==> config.mk <==
export PLATFORM = sky130hd
export DESIGN_NAME = sipo_stream_flat
export DESIGN_NICKNAME = d
export VERILOG_FILES = /design/src/rtl/sipo_pkg.sv /design/src/rtl/sipo_stream_if.sv /design/src/rtl/sync_fifo.sv /design/src/rtl/sipo_stream.sv /design/src/flat_wrapper.sv
export SDC_FILE = /design/constraint.sdc
export NUM_CORES = 1
export LEC_CHECK = 0
export ABC_CLOCK_PERIOD_IN_PS = 4019
export BUFFER_PORTS_ARGS = -buffer_cell sky130_fd_sc_hd__clkbuf_2
export CELL_PAD_IN_SITES_DETAIL_PLACEMENT = 1
export CELL_PAD_IN_SITES_GLOBAL_PLACEMENT = 2
export CORE_AREA = 3 3 82 84
export CTS_BUF_LIST = sky130_fd_sc_hd__clkbuf_8
export DETAILED_ROUTE_END_ITERATION = 16
export DIE_AREA = 0 0 85 87
export HOLD_SLACK_MARGIN = 0.1
export PLACE_DENSITY = 0.78
export SLEW_MARGIN = 40
export SYNTH_ARGS = -nofsm -noshare
export SYNTH_HDL_FRONTEND = slang
export SYNTH_HIERARCHICAL = 1
export SYNTH_SLANG_ARGS = --single-unit
==> constraint.sdc <==
create_clock -name clk -period 4.02 [get_ports clk]
set_input_delay 0.804 -clock clk [delete_from_list [all_inputs] [get_ports clk]]
set_output_delay 0.804 -clock clk [all_outputs]
set_load 0.03 [all_outputs]
==> src/rtl/sipo_pkg.sv <==
// Shared types and width helpers for the serial-in/parallel-out stream packer
// and its output buffer.
package sipo_pkg;

  localparam int ORDER_LSB = 0;
  localparam int ORDER_MSB = 1;

  typedef enum logic [1:0] {
    IDLE,
    FILL,
    STALL
  } pack_state_e;

  function automatic int beats(input int word_w, input int sym_w);
    return word_w / sym_w;
  endfunction

  function automatic int len_width(input int word_w, input int sym_w);
    return $clog2(beats(word_w, sym_w) + 1);
  endfunction

  function automatic int ptr_width(input int depth);
    return (depth > 1) ? $clog2(depth) : 1;
  endfunction

  function automatic int count_width(input int depth);
    return $clog2(depth + 1);
  endfunction

  localparam int DEFAULT_LEN_W = len_width(8, 1);
  localparam int DEFAULT_PTR_W = ptr_width(2);

endpackage

==> src/rtl/sipo_stream_if.sv <==
// Symbol input and packed-word output handshakes of the stream packer.
interface sipo_stream_if
  import sipo_pkg::*;
#(
  parameter int WORD_W = 8,
  parameter int SYM_W  = 1
);

  localparam int LEN_W = len_width(WORD_W, SYM_W);

  logic [SYM_W-1:0]  in_data;
  logic              in_valid;
  logic              in_ready;
  logic              flush;
  logic [WORD_W-1:0] out_data;
  logic [LEN_W-1:0]  out_len;
  logic              out_valid;
  logic              out_ready;

  modport master (
    output in_data, in_valid, flush, out_ready,
    input  in_ready, out_data, out_len, out_valid
  );

  modport slave (
    input  in_data, in_valid, flush, out_ready,
    output in_ready, out_data, out_len, out_valid
  );

endinterface

==> src/rtl/sync_fifo.sv <==
// Single-clock FIFO with registered pointers and occupancy count; the head
// entry is presented combinationally on rdata.
module sync_fifo
  import sipo_pkg::*;
#(
  parameter int WIDTH = 8,
  parameter int DEPTH = 2,
  localparam int PTR_W = ptr_width(DEPTH),
  localparam int CNT_W = count_width(DEPTH)
) (
  input  logic             clk,
  input  logic             rst,
  input  logic             push,
  input  logic [WIDTH-1:0] wdata,
  input  logic             pop,
  output logic [WIDTH-1:0] rdata,
  output logic             full,
  output logic             empty,
  output logic [CNT_W-1:0] count
);

  logic [WIDTH-1:0] mem [DEPTH];
  logic [PTR_W-1:0] wr_ptr_q;
  logic [PTR_W-1:0] rd_ptr_q;
  logic [CNT_W-1:0] count_q;
  logic             do_push;
  logic             do_pop;

  assign full  = (count_q == CNT_W'(DEPTH));
  assign empty = (count_q == '0);
  assign count = count_q;
  assign rdata = mem[rd_ptr_q];

  // A push into a full buffer is legal when the head leaves on the same edge.
  assign do_push = push && (!full || pop);
  assign do_pop  = pop && !empty;

  always_ff @(posedge clk) begin
    if (do_push) begin
      mem[wr_ptr_q] <= wdata;
    end
  end

  always_ff @(posedge clk) begin
    if (rst) begin
      wr_ptr_q <= '0;
      rd_ptr_q <= '0;
      count_q  <= '0;
    end else begin
      if (do_push) begin
        wr_ptr_q <= (wr_ptr_q == PTR_W'(DEPTH - 1)) ? '0 : wr_ptr_q + 1'b1;
      end
      if (do_pop) begin
        rd_ptr_q <= (rd_ptr_q == PTR_W'(DEPTH - 1)) ? '0 : rd_ptr_q + 1'b1;
      end
      case ({do_push, do_pop})
        2'b10:   count_q <= count_q + 1'b1;
        2'b01:   count_q <= count_q - 1'b1;
        default: count_q <= count_q;
      endcase
    end
  end

endmodule

==> src/rtl/sipo_stream.sv <==
// Packs SYM_W-bit symbols into WORD_W-bit words (LSB- or MSB-first) and
// queues them, with flush support for emitting partial words.
module sipo_stream
  import sipo_pkg::*;
#(
  parameter int WORD_W    = 8,
  parameter int SYM_W     = 1,
  parameter int MSB_FIRST = ORDER_LSB,
  parameter int OUT_DEPTH = 2
) (
  input logic          clk,
  input logic          rst,
  sipo_stream_if.slave bus
);

  localparam int BEATS = beats(WORD_W, SYM_W);
  localparam int LEN_W = len_width(WORD_W, SYM_W);
  localparam int CNT_W = count_width(OUT_DEPTH);
  localparam int ENT_W = WORD_W + LEN_W;

  if ((WORD_W % SYM_W) != 0 || OUT_DEPTH < 1) begin : g_param_check
    $fatal(1, "sipo_stream: WORD_W must be a multiple of SYM_W and OUT_DEPTH must be >= 1");
  end

  pack_state_e       state_q, state_next;
  logic [LEN_W-1:0]  cnt_q, cnt_after, cnt_next, push_len;
  logic [WORD_W-1:0] acc_q, acc_beat, acc_next, push_data;
  logic              flush_pend_q, flush_pend_next;
  logic              in_ready_w, accept, final_beat, flush_req, flush_exec;
  logic              push, pop;
  logic              fifo_full, fifo_empty, full_next;
  logic [CNT_W-1:0]  fifo_count, occ_next;
  logic [ENT_W-1:0]  fifo_rdata;
  logic [WORD_W-1:0] head_data, hold_data_q;
  logic [LEN_W-1:0]  head_len, hold_len_q;

  // Accumulator image with the incoming beat dropped into its slot.
  always_comb begin
    acc_beat = acc_q;
    for (int b = 0; b < BEATS; b++) begin
      if (cnt_q == LEN_W'(b)) begin
        if (MSB_FIRST == ORDER_MSB) begin
          acc_beat[(BEATS - 1 - b) * SYM_W +: SYM_W] = bus.in_data;
        end else begin
          acc_beat[b * SYM_W +: SYM_W] = bus.in_data;
        end
      end
    end
  end

  always_comb begin
    accept     = bus.in_valid && in_ready_w;
    final_beat = accept && (cnt_q == LEN_W'(BEATS - 1));
    flush_req  = bus.flush || flush_pend_q;
    // A beat completing the word on the flush cycle makes the flush a no-op.
    flush_exec = flush_req && !final_beat && !fifo_full;
    cnt_after  = accept ? cnt_q + 1'b1 : cnt_q;
    push_data  = accept ? acc_beat : acc_q;
    push_len   = final_beat ? LEN_W'(BEATS) : cnt_after;
    push       = final_beat || (flush_exec && (cnt_after != '0));
    pop        = !fifo_empty && bus.out_ready;

    if (final_beat || flush_exec) begin
      cnt_next = '0;
      acc_next = '0;
    end else begin
      cnt_next = cnt_after;
      acc_next = push_data;
    end
    flush_pend_next = flush_req && !final_beat && fifo_full;

    occ_next = fifo_count;
    if (push && !pop) begin
      occ_next = fifo_count + 1'b1;
    end else if (!push && pop) begin
      occ_next = fifo_count - 1'b1;
    end
    full_next = (occ_next == CNT_W'(OUT_DEPTH));

    // Look ahead one cycle so in_ready comes straight from a register.
    if (full_next && ((cnt_next == LEN_W'(BEATS - 1)) || flush_pend_next)) begin
      state_next = STALL;
    end else if (cnt_next == '0) begin
      state_next = IDLE;
    end else begin
      state_next = FILL;
    end
  end

  always_ff @(posedge clk) begin
    if (rst) begin
      state_q      <= IDLE;
      cnt_q        <= '0;
      acc_q        <= '0;
      flush_pend_q <= 1'b0;
    end else begin
      state_q      <= state_next;
      cnt_q        <= cnt_next;
      acc_q        <= acc_next;
      flush_pend_q <= flush_pend_next;
    end
  end

  assign in_ready_w   = !rst && (state_q != STALL);
  assign bus.in_ready = in_ready_w;

  sync_fifo #(
    .WIDTH (ENT_W),
    .DEPTH (OUT_DEPTH)
  ) u_out_fifo (
    .clk   (clk),
    .rst   (rst),
    .push  (push),
    .wdata ({push_len, push_data}),
    .pop   (pop),
    .rdata (fifo_rdata),
    .full  (fifo_full),
    .empty (fifo_empty),
    .count (fifo_count)
  );

  assign {head_len, head_data} = fifo_rdata;

  // The last presented word stays on the bus once the buffer drains.
  always_ff @(posedge clk) begin
    if (rst) begin
      hold_data_q <= '0;
      hold_len_q  <= '0;
    end else if (!fifo_empty) begin
      hold_data_q <= head_data;
      hold_len_q  <= head_len;
    end
  end

  assign bus.out_valid = !fifo_empty;
  assign bus.out_data  = fifo_empty ? hold_data_q : head_data;
  assign bus.out_len   = fifo_empty ? hold_len_q : head_len;

endmodule

==> src/flat_wrapper.sv <==
// flat-port wrapper written by rule: the top's interface ports become plain ports
module sipo_stream_flat import sipo_pkg::*;
#(
  parameter int WORD_W    = 8,
  parameter int SYM_W     = 1,
  parameter int MSB_FIRST = ORDER_LSB,
  parameter int OUT_DEPTH = 2
)
  (clk, rst, bus_in_data, bus_in_valid, bus_flush, bus_out_ready, bus_in_ready, bus_out_data, bus_out_len, bus_out_valid);
  sipo_stream_if #(.WORD_W(WORD_W), .SYM_W(SYM_W)) bus_i ();
  input logic clk;
  input logic rst;
  input wire logic [$bits(bus_i.in_data)-1:0] bus_in_data;
  input wire logic [$bits(bus_i.in_valid)-1:0] bus_in_valid;
  input wire logic [$bits(bus_i.flush)-1:0] bus_flush;
  input wire logic [$bits(bus_i.out_ready)-1:0] bus_out_ready;
  output wire logic [$bits(bus_i.in_ready)-1:0] bus_in_ready;
  output wire logic [$bits(bus_i.out_data)-1:0] bus_out_data;
  output wire logic [$bits(bus_i.out_len)-1:0] bus_out_len;
  output wire logic [$bits(bus_i.out_valid)-1:0] bus_out_valid;
  assign bus_i.in_data = bus_in_data;
  assign bus_i.in_valid = bus_in_valid;
  assign bus_i.flush = bus_flush;
  assign bus_i.out_ready = bus_out_ready;
  assign bus_in_ready = bus_i.in_ready;
  assign bus_out_data = bus_i.out_data;
  assign bus_out_len = bus_i.out_len;
  assign bus_out_valid = bus_i.out_valid;
  sipo_stream #(.WORD_W(WORD_W), .SYM_W(SYM_W), .MSB_FIRST(MSB_FIRST), .OUT_DEPTH(OUT_DEPTH)) u_core (.clk(clk), .rst(rst), .bus(bus_i));
endmodule
==> flow_metrics.tcl <==
set metrics [dict create \
    status "finished clean" \
    drive_above_1_share 0.307 \
    synthArstFlopShare 0 \
    maxSlewHeadroom 0.593 \
    syn_avg_cell_area_um2 12.2 \
    fin_util 0.467 \
    portBuffers 19 \
    synthTopCellsByArea "edfxtp_1 (28%), dfxtp_1 (25%), mux2_2 (14%)" \
    worst_slew_pin_slew_ns 0.605 \
    synth.top_cell.area_share 0.283 \
    ys.flop_type "dfxtp_1" \
    regArea_um2 1360 \
    crit_required_ns 4.27 \
    critical_path_class "input port to register" \
    cts_tree "yes" \
    cp_cell_sequence "clkbuf_2, buf_4, nor2b_1, nand3_1, nor3_2, o22a_4, o31ai_4, ha_1, or3_1, a21oi_1" \
    cp.arrival_ns 3.34 \
    grt_pass1_vias 1738 \
    stdcell_count 306 \
    via_per_inst 5.23 \
    use_met3 0.0322 \
    drv_cap 0 \
    synthTopCellsByCount "dfxtp_1 (32), mux2_2 (32), edfxtp_1 (24)" \
    dpl_cell_area_um2 2710 \
    die_h_um 87 \
    synthCells 209 \
    synth_top_area_cell "edfxtp_1" \
    rsz0062_at_grt "no" \
    critPathLaunchType "input port" \
    period_share 0.770 \
    dp_cells 298 \
    clockBufferDepth 2 \
    antenna_found_initial 0 \
    power_density_nw_per_um2 387 \
    ys_types 41 \
    wl_mm 5.29 \
    grt_util_all_layers 0.156 \
    pin_count 20 \
    hp-class "register to register" \
    wl_per_cell_um 17.3 \
    drtAntennaViolNets 0 \
    syn_to_final_growth_pct 9.94 \
    coreArea_um2 5990 \
    multiInputGateArea_um2 1100 \
    grt_pass1_wl_mm 8.85 \
    r2r_slack_ns 1.17 \
    leakagePower_nw 1.07 \
    syn_area_um2 2540 \
    end_kind "register" \
    die_w_um 85 \
    peakVddDrop_mv 0.185 \
    drt_iter0_markers 52 \
    worstPathMaxFanout 16 \
    dr.pass1.iters 4 \
    maxSlewViolCount 0 \
    overflow 0 \
    ys.warnings.count 6 \
    hpwl_mm 3.80 \
    timing.critical_path.buf_inv 2 \
    cts_made_buffers 5 \
    clk_latency_ns 0.31 \
    cts_max_level 2 \
    cpLargestDelayFamily "simple AND/OR/NAND/NOR gates" \
    row_count 28 \
    cts-root-buf "clkbuf_8" \
    initial_core_util 0.425 \
    slowest_stage "nor3_2" \
    synth_seq_area_share 0.535 \
    finalSetupViolations 0 \
    clk_pin_slew_worst_paths_ns 0.10 \
    hold_violations 0 \
    syn_nets 220 \
    met1_usage 0.184 \
    post_cts_buffers 0 \
    fmax_mhz 323 \
    die_area_um2 7400 \
    cts_resized 0 \
    drc_errors 0 \
    met2_usage 0.279 \
    gp_congestion 0.871 \
    grt_max_degree 18 \
    top_usage_layer "met2" \
    finalClockSkew_ns 0.00859 \
    clock_sinks 56 \
    cp_slowest_stage_delay_ns 0.48 \
    synth-edff-count 24 \
    vias 1601 \
    fin_area_um2 2800 \
    ys_seq_elements 56 \
    period_needed_ns 3.10 \
    hold_buffers 0 \
    fill_cells 644 \
    n_antenna_cell 0 \
    fin_setup_tns_ns 0 \
    nets 241 \
]
==> area by class of cell <==
| type | count | share of cell area |
|---|---|---|
| clock buffer | 5 | 0.0246 |
| clock inverter | 3 | 0.00716 |
| inverter | 7 | 0.00940 |
| multi-input combinational | 137 | 0.394 |
| sequential | 56 | 0.487 |
| tap | 75 | 0.0336 |
| timing repair buffer | 23 | 0.0447 |
==> final timing paths <==
path,startpoint,to,cells past startpoint
hold reg to reg,u_core/u_out_fifo/rd_ptr_q,u_core/u_out_fifo/rd_ptr_q,2
setup reg to reg,u_core/cnt_q[2],u_core/u_out_fifo/count[1],8
setup / recovery,rst,u_core/u_out_fifo/count[1],10
hold / removal,u_core/u_out_fifo/rd_ptr_q,u_core/u_out_fifo/rd_ptr_q,2
==> per-stage QoR <==
| step | hold slack (ns) | total power [mW] | worst slack [ns] |
|---|---|---|---|
| floorplan | 0.480 | 0.751 | 0.995 |
| global placement | 0.499 | 0.788 | 0.736 |
| detailed placement | 0.515 | 0.794 | 0.612 |
| CTS | 0.542 | 1.10 | 0.886 |
| global route | 0.586 | 1.14 | 0.696 |
| finish | 0.532 | 1.08 | 0.925 |
==> layer usage <==
layer  routed length (um)  part of all wire
met1                 2280              0.43
met2                 2760              0.52
met3                  160             0.030
met4                   82             0.015
met5                    0                 0
==> tightest hold or removal path, stage by stage (launching register included) <==
cell     delay [ns]
dfxtp_1        0.34
xnor2_1        0.09
nor2_1         0.08
==> logic make-up after synthesis <==
kind of cell,share of synthesized area
muxes,0.155
DFF,0.535
AOI/OAI and AO/OA,0.0713
xor gates and xnor gates,0.0207
and+or+nand+nor,0.161
buffers and inverters,0.0320
adders and majority gates,0.0246
==> registers in the layout, summed over array words and instances, names as in the netlist, named ones only <==
register and flops:
u_core/u_out_fifo/rd_ptr_q 1, u_core/acc_q 8, u_core/hold_data_q 8, u_core/state_q 2, u_core/hold_len_q 4, u_core/u_out_fifo/mem 24, u_core/flush_pend_q 1, u_core/cnt_q 4
u_core/u_out_fifo/count 2, u_core/u_out_fifo/wr_ptr_q 1
==> placed cells by master, fill, tap and decap left out, types with 6 or more instances in the layout <==
master and n:
a21oi_1 6, clkbuf_2 19, dfxtp_1 32, edfxtp_1 24, inv_1 6, mux2_2 32
nor2_1 18, nor2b_1 18, nor3_1 6
==> power by group <==
| part | switching, mW | internal, mW |
|---|---|---|
| Sequential | 0.0109 | 0.611 |
| Combinational | 0.0966 | 0.0612 |
| Clock | 0.182 | 0.122 |
No activity file was read; power rests on OpenSTA's default activity.
